## src/rtl/contador_m_redux_invertible_pkg.sv

```systemverilog
// contador_m_redux_invertible_pkg: effective-modulus arithmetic shared by the counter and its modulus reducer.
// All arithmetic is 64-bit so no legal parameter set can overflow.
package contador_m_redux_invertible_pkg;

    function automatic longint unsigned score_max(input int score_n);
        return (64'd1 << score_n) - 64'd1;
    endfunction

    function automatic longint unsigned span(input longint unsigned m, input longint unsigned min_m);
        return m - min_m;
    endfunction

    // M at score 0, MIN_M at full score, linear floor in between
    function automatic longint unsigned m_eff(input longint unsigned m, input longint unsigned min_m,
                                              input longint unsigned score, input int score_n);
        return m - (score * span(m, min_m)) / score_max(score_n);
    endfunction

endpackage

```

## src/rtl/redux_modulus.sv

```systemverilog
// redux_modulus: maps score to the terminal count M_eff-1 of the counter.
module redux_modulus
    import contador_m_redux_invertible_pkg::*;
#(
    parameter int M       = 64,
    parameter int N       = 7,
    parameter int SCORE_N = 4,
    parameter int MIN_M   = 8
) (
    input  logic [SCORE_N-1:0] score,
    output logic [N-1:0]       top
);

    assign top = N'(m_eff(64'(M), 64'(MIN_M), 64'(score), SCORE_N) - 64'd1);

endmodule

```

## src/rtl/contador_m_redux_invertible.sv

```systemverilog
// contador_m_redux_invertible: up/down counter whose modulus shrinks with score.
// CONTADOR_SCORE_LATCH_EN: score only takes effect after reset, zera_s or a wrap.
module contador_m_redux_invertible
    import contador_m_redux_invertible_pkg::*;
#(
    parameter int M       = 64,
    parameter int N       = 7,
    parameter int SCORE_N = 4,
    parameter int MIN_M   = 8
) (
    input  logic               clock,
    input  logic               zera_as,
    input  logic               zera_s,
    input  logic               conta,
    input  logic [SCORE_N-1:0] score,
    input  logic               count_up,
    output logic [N-1:0]       Q,
    output logic               fim,
    output logic               inicio
);

    logic [N-1:0]       top;
    logic [SCORE_N-1:0] eff_score;

`ifdef CONTADOR_SCORE_LATCH_EN
    logic               primed;
    logic [SCORE_N-1:0] score_q;
    logic               wrap;

    // Until the first edge after reset the live score stands in for the sample
    assign eff_score = primed ? score_q : score;
    assign wrap      = conta && !zera_s && (count_up ? Q == top : Q == '0);

    always_ff @(posedge clock or posedge zera_as) begin
        if (zera_as) begin
            primed  <= 1'b0;
            score_q <= '0;
        end else if (!primed || zera_s || wrap) begin
            primed  <= 1'b1;
            score_q <= score;
        end
    end
`else
    assign eff_score = score;
`endif

    redux_modulus #(.M(M), .N(N), .SCORE_N(SCORE_N), .MIN_M(MIN_M)) u_redux (
        .score (eff_score),
        .top   (top)
    );

    // Q above top (score just rose) snaps to the wrap target of the direction
    always_ff @(posedge clock or posedge zera_as) begin
        if (zera_as)
            Q <= '0;
        else if (zera_s)
            Q <= '0;
        else if (conta)
            Q <= count_up ? (Q < top ? Q + 1'b1 : '0)
                          : (Q == '0 || Q > top ? top : Q - 1'b1);
    end

    assign fim    = Q == top;
    assign inicio = Q == '0;

endmodule

```

## config.mk

```make
export PLATFORM = sky130hd
export DESIGN_NAME = contador_m_redux_invertible
export DESIGN_NICKNAME = d
export VERILOG_FILES = /design/src/rtl/contador_m_redux_invertible_pkg.sv /design/src/rtl/redux_modulus.sv /design/src/rtl/contador_m_redux_invertible.sv
export SDC_FILE = /design/constraint.sdc
export NUM_CORES = 1
export LEC_CHECK = 0
export BUFFER_PORTS_ARGS = -buffer_cell sky130_fd_sc_hd__buf_4
export CAP_MARGIN = 0
export CORE_ASPECT_RATIO = 0.7
export CORE_MARGIN = 5
export CORE_UTILIZATION = 55
export DETAILED_ROUTE_END_ITERATION = 10
export HOLD_SLACK_MARGIN = 0.05
export PLACE_DENSITY = 0.76
export REMOVE_ABC_BUFFERS = 1
export SYNTH_ARGS = -nofsm -noshare
export SYNTH_HDL_FRONTEND = slang
export SYNTH_HIERARCHICAL = 1
export SYNTH_SLANG_ARGS = --single-unit
```

## constraint.sdc

```tcl
create_clock -name clock -period 10.9 [get_ports clock]
set_clock_uncertainty 0.2 [all_clocks]
set_input_delay 1.635 -clock clock [delete_from_list [all_inputs] [get_ports clock]]
set_output_delay 1.635 -clock clock [all_outputs]
set_load 0.05 [all_outputs]
```

==> flow_summary.json <==
{
  "status": "finished clean",
  "final_antenna_net_count": 0,
  "vdd_drop_max_mv": 0.1309,
  "syn_inst": 282,
  "reg2reg_from": "Q[4]",
  "synthArstFlopShare_pct": 100.0,
  "start_util_pct": 56.71,
  "port_buffers": 17,
  "ys_ff_latch": 7,
  "min_to": "Q[1]",
  "rsz0062_at_grt": "false",
  "cts-buffers-inserted": 3,
  "multiInputGateArea_um2": 1847,
  "start_kind": "primary input",
  "drv_slew": 0,
  "timing.final.crit_period_ps": 10220,
  "cts_num_sinks": 7,
  "routed_wl_um": 5772,
  "end_kind": "output pin",
  "drc": 0,
  "vias": 2321,
  "final_common_cell": "inv_1",
  "htreeDepth": 1,
  "worstPathArrival_ps": 8380,
  "cp_common_cell": "ha_1",
  "cp_max_fo": 12,
  "cts_root_buffer": "clkbuf_8",
  "yosys_most_used_dff": "dfrtp_1",
  "via_per_inst": 6.806,
  "overflow": 0,
  "die_y_um": 63.21,
  "die-area_um2": 5437,
  "fillers": 371,
  "slew_headroom_pct": 30.95,
  "ys.warnings.count": 6,
  "place_inst": 337,
  "hold_start": "Q[1]",
  "post_cts_buffers": 0,
  "p_leak_uw": 0.001046,
  "routedWlPerCell_um": 16.93,
  "finalCritPeriodShare_pct": 93.75,
  "fin_setup_tns_ps": 0,
  "drive_above_1_share_pct": 18.69,
  "yosysTopAreaCell": "ha_1",
  "hold_viol_final": 0,
  "track_usage_pct": 21.70,
  "yosysSeqAreaShare_pct": 7.874,
  "regMostFlops": "Q",
  "synth_cell_types": 74,
  "nets": 326,
  "post-dp-hpwl_um": 4536,
  "layout_setup_ws_ps": 681.5,
  "min_path_type": "reg2reg",
  "holdPathStages": 2,
  "max_stage_delay_ps": 470,
  "place_congestion": 0.9506,
  "maxCapViolations": 0,
  "path_buf_inv": 7,
  "max_freq_mhz": 97.86,
  "fin_cells": 341,
  "drt_iter0_drc": 378,
  "netlist_top_cells_area": "ha_1 (13%), dfrtp_1 (7.9%), inv_1 (4.4%)",
  "ctsResizeCount": 0,
  "power.total_uw": 491.3,
  "core-area_um2": 3923,
  "power.density_nw_per_um2": 207.1,
  "grt_max_degree": 19,
  "dr.pass1.iters": 5,
  "ff2ff_setup_slack_ps": 7930,
  "cp_slowest_cell": "fa_1",
  "regArea_um2": 175.2,
  "clk_pin_slew_worst_paths_ps": 40,
  "die_x_um": 86.02,
  "grt_pass1_wl_um": 9708,
  "antenna_cells": 0,
  "r2r-end": "Q[4]",
  "r2r_cells": 6,
  "grt_pass1_vias": 2003,
  "grt_antenna_before_repair": 0,
  "reg_top3": "Q (7)",
  "synth_top_area_share_pct": 12.94,
  "synthToLayoutAreaGrowth_pct": 6.637,
  "syn_area_um2": 2225,
  "setup_violations": 0,
  "holdBufCountCts": 0,
  "critical_path_class": "in2out",
  "cts_max_path_buffers": 2,
  "syn_area_per_cell_um2": 7.889,
  "worst_pin_slew_ps": 1029,
  "cts_tree": "done",
  "final_cell_mix": "inv_1 (26), ha_1 (23), nor2_1 (19), buf_4 (19)",
  "ios": 18,
  "clock_latency_ps": 230,
  "crit_required_ps": 9070,
  "critPathTopFamily": "adder cells",
  "synth_edf_count": 0,
  "largest_register_ffs": 7,
  "num_rows": 19,
  "pre_cts_ws_ps": 773.4
}
metrics by stage:
stage                     utilization, %  instance area, µm²  hold WS, ps
after global placement             59.33                2327        499.4
after floorplan                        -                2120        661.4
after global routing               60.48                2372        548.0
after detailed placement           59.33                2327        512.5
after CTS                          60.48                2372        518.4
final                              60.48                2372        526.7
worst max path at each step:
stage / slack [ps] / to / cells past startpoint / startpoint
detailed placement: 770 / fim / 31 / score[0]
finish: 680 / fim / 32 / score[0]
global route: 260 / fim / 31 / score[0]
CTS: 750 / fim / 31 / score[0]
global placement: 970 / fim / 31 / score[0]
floorplan: 1250 / fim / 27 / score[0]
area by class of cell:
cell class	count	area share [%]
clock buffers	4	1.899
inverters	26	4.114
multi-input cells	233	77.85
flip-flops and latches	7	7.384
well taps	52	2.743
repair buffers	19	6.013
power by group:
group / total [µW] / switching (µW) / leakage, µW / internal [µW]
clock network: 38.7 / 13.2 / 0.0000228 / 25.5
registers: 52.9 / 20.9 / 0.0000935 / 32.0
logic: 400 / 243 / 0.000930 / 157
worst register-to-register path: stages, from the launching register on:
cell and delay (ps):
dfrtp_1 530, ha_1 390, a21oi_1 70, o21ai_1 790, o21ai_2 340, and4_2 320
a311oi_1 240
synthesized netlist by cell type, drive strengths merged (6+ instances only):
cell	count
inv	26
ha	23
nor2	19
a21oi	18
nand3	15
nand2	14
o21ai	11
buf	9
a21o	8
a311oi	8
and3	8
clkbuf	7
dfrtp	7
o41ai	7
nor3	6
metal layers:
layer  wire, µm  GRT usage [%]  share of wire (%)  up-vias
met5          0              0                  0        -
met4         69          5.336                1.2        0
met3        629          4.036                 11       10
met2       2164          27.60                 37      124
met1       2909          35.68                 50     1076
li1           -              -                  -     1111
logic make-up after synthesis:
group           Yosys count  share of synthesized area (%)
xor+xnor                 10                          3.937
buf+inv                  42                          9.111
mux                       8                          4.499
compound gates          101                          35.66
fa+ha+maj                27                          16.54
flops                     7                          7.874
simple gates             87                          22.38
Note: power is estimated with default switching activity, not from simulation.
